--- config.mk ---
export PLATFORM = sky130hd
export DESIGN_NAME = wam_lvl
export DESIGN_NICKNAME = d
export VERILOG_FILES = /design/src/rtl/wam_pkg.sv /design/src/rtl/wam_dbn.sv /design/src/rtl/wam_lvl.sv
export SDC_FILE = /design/constraint.sdc
export NUM_CORES = 1
export LEC_CHECK = 0
export CELL_PAD_IN_SITES_DETAIL_PLACEMENT = 0
export CELL_PAD_IN_SITES_GLOBAL_PLACEMENT = 1
export CORE_AREA = 2 2 63 77
export DETAILED_ROUTE_END_ITERATION = 10
export DIE_AREA = 0 0 65 79
export PLACE_DENSITY_LB_ADDON = 0.08
export SLEW_MARGIN = 30
export SYNTH_ARGS = -nofsm -noshare
export SYNTH_HDL_FRONTEND = slang
export SYNTH_SLANG_ARGS = --single-unit
--- constraint.sdc ---
create_clock -name clk_19 -period 2.36 [get_ports clk_19]
set_input_delay 0.59 -clock clk_19 [delete_from_list [all_inputs] [get_ports clk_19]]
set_output_delay 0.59 -clock clk_19 [all_outputs]
set_load 0.005 [all_outputs]
--- src/rtl/wam_pkg.sv ---
// Shared constants and the level-to-parameter map for the Whac-A-Mole level controller.
package wam_pkg;

    localparam int RTO_MAX = 100;

    function automatic int LVL_W(input int n);
        return $clog2(n);
    endfunction

    // Mole lifetime: signed 6-bit so that a large level cannot wrap below the floor.
    function automatic logic [3:0] age_map(input int lvl, input int base, input int step, input int amin);
        logic signed [5:0] a;
        logic signed [5:0] m;
        a = 6'(base - lvl * step);
        m = 6'(amin);
        if (a < m) begin
            a = m;
        end else begin
            a = a;
        end
        return a[3:0];
    endfunction

    function automatic logic [7:0] rto_map(input int lvl, input int base, input int step);
        logic [9:0] r;
        r = 10'(base + lvl * step);
        if (r > 10'(RTO_MAX)) begin
            r = 10'(RTO_MAX);
        end else begin
            r = r;
        end
        return r[7:0];
    endfunction

endpackage

--- src/rtl/wam_dbn.sv ---
// Button debouncer: one tch pulse after DB_CNT consecutive high samples, re-armed only by a low sample.
module wam_dbn #(
    parameter int DB_CNT = 5
) (
    input  logic clk_19,
    input  logic rst,
    input  logic start,
    input  logic btn,
    output logic tch
);

    logic       r_btn;
    logic       r_btn_d;
    logic       r_tch;
    logic [3:0] r_cnt;
    logic       w_rise;

    assign w_rise = r_btn & ~r_btn_d;
    assign tch    = r_tch;

    // Treat the input as already high on rst/start so a press held across it never re-triggers.
    always_ff @(posedge clk_19) begin
        if (rst || start) begin
            r_btn   <= 1'b1;
            r_btn_d <= 1'b1;
            r_cnt   <= 4'd0;
            r_tch   <= 1'b0;
        end else begin
            r_btn   <= btn;
            r_btn_d <= r_btn;
            r_tch   <= 1'b0;
            if (r_cnt == 4'd0) begin
                if (w_rise) begin
                    r_cnt <= 4'd1;
                end else begin
                    r_cnt <= 4'd0;
                end
            end else if (r_cnt == 4'(DB_CNT)) begin
                r_tch <= 1'b1;
                r_cnt <= 4'd0;
            end else if (r_btn) begin
                r_cnt <= r_cnt + 4'd1;
            end else begin
                r_cnt <= 4'd0;
            end
        end
    end

endmodule

--- src/rtl/wam_lvl.sv ---
// Whac-A-Mole difficulty controller: debounced level counter with registered age/rto map.
// Define WAM_LVL_AUTODOWN_EN to step the level down after MISS_LIM consecutive misses.
module wam_lvl
    import wam_pkg::*;
#(
    parameter int NUM_LVL   = 4,
    parameter int MIN_LVL   = 1,
    parameter int START_LVL = 1,
    parameter int DB_CNT    = 5,
    parameter int AGE_BASE  = 14,
    parameter int AGE_STEP  = 2,
    parameter int AGE_MIN   = 3,
    parameter int RTO_BASE  = 42,
    parameter int RTO_STEP  = 15,
    parameter int MISS_LIM  = 4
) (
    input  logic                         clk_19,
    input  logic                         rst,
    input  logic                         start,
    input  logic                         lft,
    input  logic                         rgt,
    input  logic                         cout0,
    input  logic                         hit,
    input  logic                         miss,
    output logic [LVL_W(NUM_LVL)-1:0]    lvl,
    output logic [3:0]                   age,
    output logic [7:0]                   rto,
    output logic                         lvl_chg
);

    localparam int LW = LVL_W(NUM_LVL);

    logic [LW-1:0] r_lvl;
    logic [LW-1:0] w_lvl_nxt;
    logic [3:0]    r_age;
    logic [7:0]    r_rto;
    logic          r_chg;
    logic          w_tch_lft;
    logic          w_tch_rgt;
    logic          w_tch_cout;
    logic          w_ez;
    logic          w_hd;

    wam_dbn #(.DB_CNT(DB_CNT)) u_dbn_lft  (.clk_19(clk_19), .rst(rst), .start(start), .btn(lft),   .tch(w_tch_lft));
    wam_dbn #(.DB_CNT(DB_CNT)) u_dbn_rgt  (.clk_19(clk_19), .rst(rst), .start(start), .btn(rgt),   .tch(w_tch_rgt));
    wam_dbn #(.DB_CNT(DB_CNT)) u_dbn_cout (.clk_19(clk_19), .rst(rst), .start(start), .btn(cout0), .tch(w_tch_cout));

    assign w_ez = w_tch_lft;
    assign w_hd = w_tch_rgt | w_tch_cout;

`ifdef WAM_LVL_AUTODOWN_EN
    localparam int MW = $clog2(MISS_LIM + 1);

    logic [MW-1:0] r_miss;
    logic          w_auto;

    assign w_auto = (r_miss == MW'(MISS_LIM)) && !w_ez && !w_hd && !start;

    // Streak clears even when the auto step-down is saturated at MIN_LVL.
    always_ff @(posedge clk_19) begin
        if (rst || start) begin
            r_miss <= '0;
        end else if (w_lvl_nxt != r_lvl) begin
            r_miss <= '0;
        end else if (w_auto || hit) begin
            r_miss <= '0;
        end else if (miss && (r_miss < MW'(MISS_LIM))) begin
            r_miss <= r_miss + MW'(1);
        end else begin
            r_miss <= r_miss;
        end
    end
`else
    logic w_unused;
    assign w_unused = hit | miss;
`endif

    // Next level: start > easier > harder > auto-down, each saturating at its bound.
    always_comb begin
        w_lvl_nxt = r_lvl;
        if (start) begin
            w_lvl_nxt = LW'(START_LVL);
        end else if (w_ez) begin
            if (r_lvl > LW'(MIN_LVL)) begin
                w_lvl_nxt = r_lvl - LW'(1);
            end else begin
                w_lvl_nxt = r_lvl;
            end
        end else if (w_hd) begin
            if (r_lvl < LW'(NUM_LVL - 1)) begin
                w_lvl_nxt = r_lvl + LW'(1);
            end else begin
                w_lvl_nxt = r_lvl;
            end
`ifdef WAM_LVL_AUTODOWN_EN
        end else if (w_auto) begin
            if (r_lvl > LW'(MIN_LVL)) begin
                w_lvl_nxt = r_lvl - LW'(1);
            end else begin
                w_lvl_nxt = r_lvl;
            end
`endif
        end else begin
            w_lvl_nxt = r_lvl;
        end
    end

    // Level, map outputs and change strobe all move on the same edge.
    always_ff @(posedge clk_19) begin
        if (rst) begin
            r_lvl <= LW'(START_LVL);
            r_age <= age_map(START_LVL, AGE_BASE, AGE_STEP, AGE_MIN);
            r_rto <= rto_map(START_LVL, RTO_BASE, RTO_STEP);
            r_chg <= 1'b0;
        end else begin
            r_lvl <= w_lvl_nxt;
            r_age <= age_map(int'(w_lvl_nxt), AGE_BASE, AGE_STEP, AGE_MIN);
            r_rto <= rto_map(int'(w_lvl_nxt), RTO_BASE, RTO_STEP);
            r_chg <= (w_lvl_nxt != r_lvl);
        end
    end

    assign lvl     = r_lvl;
    assign age     = r_age;
    assign rto     = r_rto;
    assign lvl_chg = r_chg;

endmodule

Word-level counts from Yosys, hierarchy flattened

Index checks and enable logic that the tools add are counted.

Add/subtract/negate cells: 7
Multiply operators: 1
Order comparisons: 4
Equal/unequal tests: 4
Mux-type cells: 22
Bitwise gates (word level): 7
Reductions and logical operators: 8

Operators with widths:

| cell                                                                          | count |
|---|---|
| 4-bit two-way mux                                                             | 10 |
| 4-bit by 1-bit adder with 4-bit output (second input constant)                | 3 |
| 4-bit by 3-bit == test with 1-bit output (second input constant)              | 3 |
| 4-bit zero test                                                               | 3 |
| 2-bit two-way mux                                                             | 5 |
| 2-bit OR reduction                                                            | 4 |
| 6-bit by 6-bit adder with 7-bit output (first input constant)                 | 1 |
| 7-bit > comparator (second input constant)                                    | 1 |
| 7-bit two-way mux                                                             | 1 |
| 2-bit by 4-bit multiplier with 6-bit output (second input constant)           | 1 |
| 1-bit two-way mux                                                             | 6 |
| 5-bit by 3-bit less-than comparator with 1-bit output (second input constant) | 1 |
| 4-bit by 3-bit subtractor with 5-bit output (first input constant)            | 1 |
| 1-bit bitwise AND                                                             | 3 |
| 1-bit NOT                                                                     | 3 |
| 2-bit by 1-bit adder with 2-bit output (second input constant)                | 1 |
| 2-bit by 1-bit > comparator with 1-bit output (second input constant)         | 1 |
| 2-bit less-than comparator (second input constant)                            | 1 |
| 2-bit != test                                                                 | 1 |
| 2-bit by 1-bit subtractor with 2-bit output (second input constant)           | 1 |
| 1-bit logical OR                                                              | 1 |
| 1-bit bitwise OR                                                              | 1 |

Bits in registers: 36
Output and inout port bits: 15

Depth between registers and ports, before layout

Word-level depth: 9
Gate-level depth with buffers: 7
Gate-level depth less buffers: 7

Cells and area by module

Synthesis repeated with hierarchy kept, for this count alone.

Cell total of the unflattened synthesis: 158
Area total of the unflattened synthesis: 1,547.7 um^2

By module, submodules not included:

| module  | instances | cells an instance | area an instance (um^2) | sequential area each (um^2) |
|---|---|---|---|---|
| wam_dbn | 3         | 33                | 327.8                   | 140.1 |
| wam_lvl | 1         | 59                | 564.3                   | 240.2 |

Worst setup path before layout

Ideal clock, no wire load.

Path type: register to register
Start: register r_lvl[0], in the netlist lvl[0]
End: register r_rto[4], in the netlist rto[4]
Arrival: 1.726 ns
Setup slack: 0.507 ns
Cell stages (with the launch flop): 7
Clock period less this slack: 1.853 ns
Cell sequence: dfxtp_1 -> ha_1 -> and2b_2 -> o21bai_2 -> or2_1 -> ha_1 -> or3_1

Cells in the longest elaborated chain, start to end: 9

Ends and longest elaborated chain:

| item                                                                                        | line                         | source |
|---|---|---|
| from (decl)                                                                                 | wam_lvl.sv:33                | `logic [LW-1:0] r_lvl;` |
| from (signal assigned)                                                                      | wam_lvl.sv:111               | `r_lvl <= LW'(START_LVL);` |
| from (signal assigned)                                                                      | wam_lvl.sv:116               | `r_lvl <= w_lvl_nxt;` |
| 2-bit by 1-bit adder with 2-bit output / 2-bit less-than comparator (equally long branches) | wam_lvl.sv:91, wam_lvl.sv:90 |  |
| 2-bit two-way mux                                                                           | wam_lvl.sv:90                | `if (r_lvl < LW'(NUM_LVL - 1)) begin` |
| 2-bit two-way mux                                                                           | wam_lvl.sv:89                | `end else if (w_hd) begin` |
| 2-bit two-way mux (*)                                                                       | wam_lvl.sv:83                | `end else if (w_ez) begin` |
| 2-bit two-way mux (*)                                                                       | wam_lvl.sv:81                | `if (start) begin` |
| 2-bit by 4-bit multiplier with 6-bit output (*)                                             | wam_pkg.sv:26                | `r = 10'(base + lvl * step);` |
| 6-bit by 6-bit adder with 7-bit output (*)                                                  | wam_pkg.sv:26                |  |
| 7-bit > comparator                                                                          | wam_pkg.sv:27                | `if (r > 10'(RTO_MAX)) begin` |
| 7-bit two-way mux (*)                                                                       | wam_pkg.sv:27                |  |
| to (signal assigned)                                                                        | wam_lvl.sv:113               | `r_rto <= rto_map(START_LVL, RTO_BASE, RTO_STEP);` |
| to (signal assigned)                                                                        | wam_lvl.sv:118               | `r_rto <= rto_map(int'(w_lvl_nxt), RTO_BASE, RTO_STEP);` |
| to (decl)                                                                                   | wam_lvl.sv:36                | `logic [7:0] r_rto;` |

Mark *: on every way between the ends. The rest lies on a longest branch, timed or not.
A chain may end at the register's enable or synchronous reset.

Worst setup path in the final report

Start: register r_lvl[0], in the netlist lvl[0]
End: register r_rto[4], in the netlist rto[4]

Cells in the longest elaborated chain, start to end: 9

Ends and longest elaborated chain:

| item                                                                                        | line                         | source |
|---|---|---|
| 2-bit by 1-bit adder with 2-bit output / 2-bit less-than comparator (equally long branches) | wam_lvl.sv:91, wam_lvl.sv:90 |  |
| 2-bit two-way mux                                                                           | wam_lvl.sv:90                |  |
| 2-bit two-way mux                                                                           | wam_lvl.sv:89                |  |
| 2-bit two-way mux (*)                                                                       | wam_lvl.sv:83                |  |
| 2-bit two-way mux (*)                                                                       | wam_lvl.sv:81                |  |
| net w_lvl_nxt[0]                                                                            | wam_lvl.sv:34                | `logic [LW-1:0] w_lvl_nxt;` |
| 2-bit by 4-bit multiplier with 6-bit output (*)                                             | wam_pkg.sv:26                |  |
| 6-bit by 6-bit adder with 7-bit output (*)                                                  | wam_pkg.sv:26                |  |
| 7-bit > comparator                                                                          | wam_pkg.sv:27                |  |
| 7-bit two-way mux (*)                                                                       | wam_pkg.sv:27                |  |

Mark *: on every way through the listed nets, which the timed path passes. The rest lies on a longest branch.

==> run_results.csv <==
group,metric,value,unit
timing,setup_viol,0,
run_status,status,"finished clean",
global_route,grt-ovfl-total,0,
routing,wl_met2,1.22,mm
place,place_inst,232,
cts,clk_latency,0.28,ns
floorplanning,placeableCoreArea,0.00443,mm²
floorplanning,die_width,65,µm
routing,via_per_inst,4.59,
synthesis,yosysTopAreaCellShare,44.5,%
worst_hold_path,hold_path_end,"u_dbn_cout.r_btn_d",
final_layout,drive_gt1_share,8.24,%
final_layout,fillers,448,
floorplanning,placement_rows,27,
routing,top_layer,"met4",
critical_path,arrival,2.18,ns
cts,post_cts_resized,0,
synthesis,syn-cell-area,0.00149,mm²
synthesis,synth_seq_cells,33,
synthesis,synthArstFlopShare,0,%
flow_run,max-cap-violations,0,
timing,min_period_over_period,85.4,%
routing,route.met3.wl,129,µm
power,power,0.00106,W
synthesis,synth_cell_types,33,
floorplanning,num_io_pins,23,
worst_hold_path,min_from,"u_dbn_cout.r_btn",
place,dp_worst_setup_slack,0.330,ns
cts,clock-sinks,33,
routing,drtAntennaViolNets,0,
global_route,grt_pass1_vias,1047,
final_layout,n_antenna_cell,0,
place,port_buffers,17,
timing,setup_tns,0,ns
synthesis,synth_top_area_cell,"dfxtp_1",
routing,m1WireLength,1.30,mm
cts,cts_max_level,2,
cts,post_cts_buffers,0,
synthesis,syn_avg_cell_area,9.22,µm²
cts,cts_hold_buf,0,
critical_path,setup.worst_path.class,"flip-flop to flip-flop",
critical_path,cp-end-kind,"flip-flop",
final_layout,area_growth,22.0,%
floorplanning,die_h,79,µm
critical_path,r2r_end,"rto[4]",
timing,skew,0.00519,ns
floorplanning,die-area,0.00514,mm²
cts,cts_buffer_depth,2,
cts,cts_root_buf,"clkbuf_8",
critical_path,start_kind,"flip-flop",
routing,num_vias,1102,
timing,hold_violations,0,
cts,clk_pin_slew,0.07,ns
place,hpwl,1.98,mm
worst_hold_path,worstHoldPathCells,1,
critical_path,reg2reg_from,"lvl[0]",
synthesis,yosys_warnings,0,
critical_path,required,2.53,ns
power,vdd_drop_max,0.518,mV
routing,wirelength,2.72,mm
routing,drt_iter0_markers,69,
power,p_per_area,585,mW/mm²
final_layout,postLayoutCellArea,0.00181,mm²
timing,rsz0062_at_grt,"no",
routing,drc,0,
synthesis,yosysMostFrequentCell,"dfxtp_1",
global_route,grt_pass1_wl,4.76,mm
timing,setup_slack,0.343,ns
timing,finalMaxSlewViolations,0,
cts,tritoncts,"built",
timing,fin_crit,2.02,ns
floorplanning,start_util,33.6,%
synthesis,synth_area_leaders,"dfxtp_1, ha_1, nor2_1, nand2b_1, or3_1",
critical_path,critPathMaxFanout,7,
critical_path,worst-r2r-setup-slack,0.34,ns
synthesis,synth-edff-count,0,
synthesis,synth_commonest_cells,"dfxtp_1, nor2_1, ha_1",
global_route,track_usage,12.3,%
routing,routedWlPerCell,11.3,µm
final_layout,fin_cells,240,
global_route,antenna_found_initial,0,
cts,cts_buffers,5,
place,post_dp_cell_area,0.00171,mm²
worst_hold_path,min_path_type,"flip-flop to flip-flop",
critical_path,rr_worst_depth,6,
synthesis,synthCells,161,
global_route,grt_start_max_net_pins,13,
timing,max_freq,496,MHz
synthesis,yosysSeqAreaShare,44.5,%
final_layout,nets,204,
synthesis,synth_flop_cell,"dfxtp_1",
place,globalplace.congestion,0.762,
routing,first_pass_iters,4,
power,p_leak,0.734,nW
-- worst max path at each step --
stage	start	end	cells after the start
after floorplan	lvl[0]	rto[4]	6
after global placement	lvl[0]	rto[4]	6
after CTS	lvl[0]	rto[4]	6
after detailed placement	lvl[0]	rto[4]	6
after global routing	lvl[0]	rto[4]	6
final	lvl[0]	rto[4]	6
-- cell usage in the layout (no fill, tap or decap), types with 4 or more instances in the layout --
master / netlist / layout
a21o_1: 4 / 4
ha_1: 15 / 15
clkdlybuf4s50_1: 0 / 17
nor3_1: 5 / 5
inv_1: 11 / 11
nand3_1: 6 / 6
a21oi_1: 8 / 8
nor2_1: 18 / 18
nand2_1: 7 / 7
clkbuf_8: 0 / 7
dfxtp_1: 33 / 33
or3_1: 7 / 7
nand2b_1: 7 / 7
-- cell type report --
cell class / count / area [µm²] / share of cell area (%)
Clock buffer: 7 / 96.3 / 5.32
Sequential cell: 33 / 661 / 36.5
Inverter: 11 / 41.3 / 2.28
Tap cell: 58 / 72.6 / 4.01
Multi-Input combinational cell: 110 / 743 / 41.0
Clock inverter: 1 / 5.00 / 0.276
Timing Repair Buffer: 20 / 193 / 10.6
-- layer usage --
layer,vias to the layer above,track usage [%]
li1,571,-
met1,494,14.4
met2,28,19.8
met3,9,3.97
met4,0,6.60
met5,-,0
-- metrics by stage --
| step | util, % | hold WS, ns |
|---|---|---|
| after floorplan | - | 0.438 |
| after global placement | 38.6 | 0.474 |
| after detailed placement | 38.6 | 0.466 |
| after CTS | 40.9 | 0.486 |
| after global routing | 40.9 | 0.526 |
| final | 40.9 | 0.482 |
-- worst max-delay path: stages, from the launching register on --
cell and delay [ns]:
dfxtp_1 0.43, inv_1 0.11, ha_1 0.36, mux2i_1 0.27, nand2b_1 0.16, ha_1 0.21, or3_1 0.36
-- state kept, by name (all words and copies together) (netlist names), 2 cells and up --
signal            cells
rto                   7
u_dbn_cout.r_cnt      4
u_dbn_lft.r_cnt       4
u_dbn_rgt.r_cnt       4
age                   2
lvl                   2
-- power breakdown --
group          internal [W]  leakage [nW]  switching (W)
sequential         0.000560         0.267     0.00000268
clock              0.000263        0.0542       0.000200
combinational     0.0000166         0.413      0.0000170
total              0.000840         0.734       0.000220
-- logic make-up after synthesis --
logic type                 synth area share [%]
adders and majority gates                  12.6
buffers and inverters                      5.73
DFF                                        44.5
xor gates and xnor gates                   3.54
and+or+nand+nor                            22.2
other                                     0.506
muxes                                      1.43
AOI/OAI and AO/OA                          9.44
Note: power is estimated with default switching activity, not from simulation.
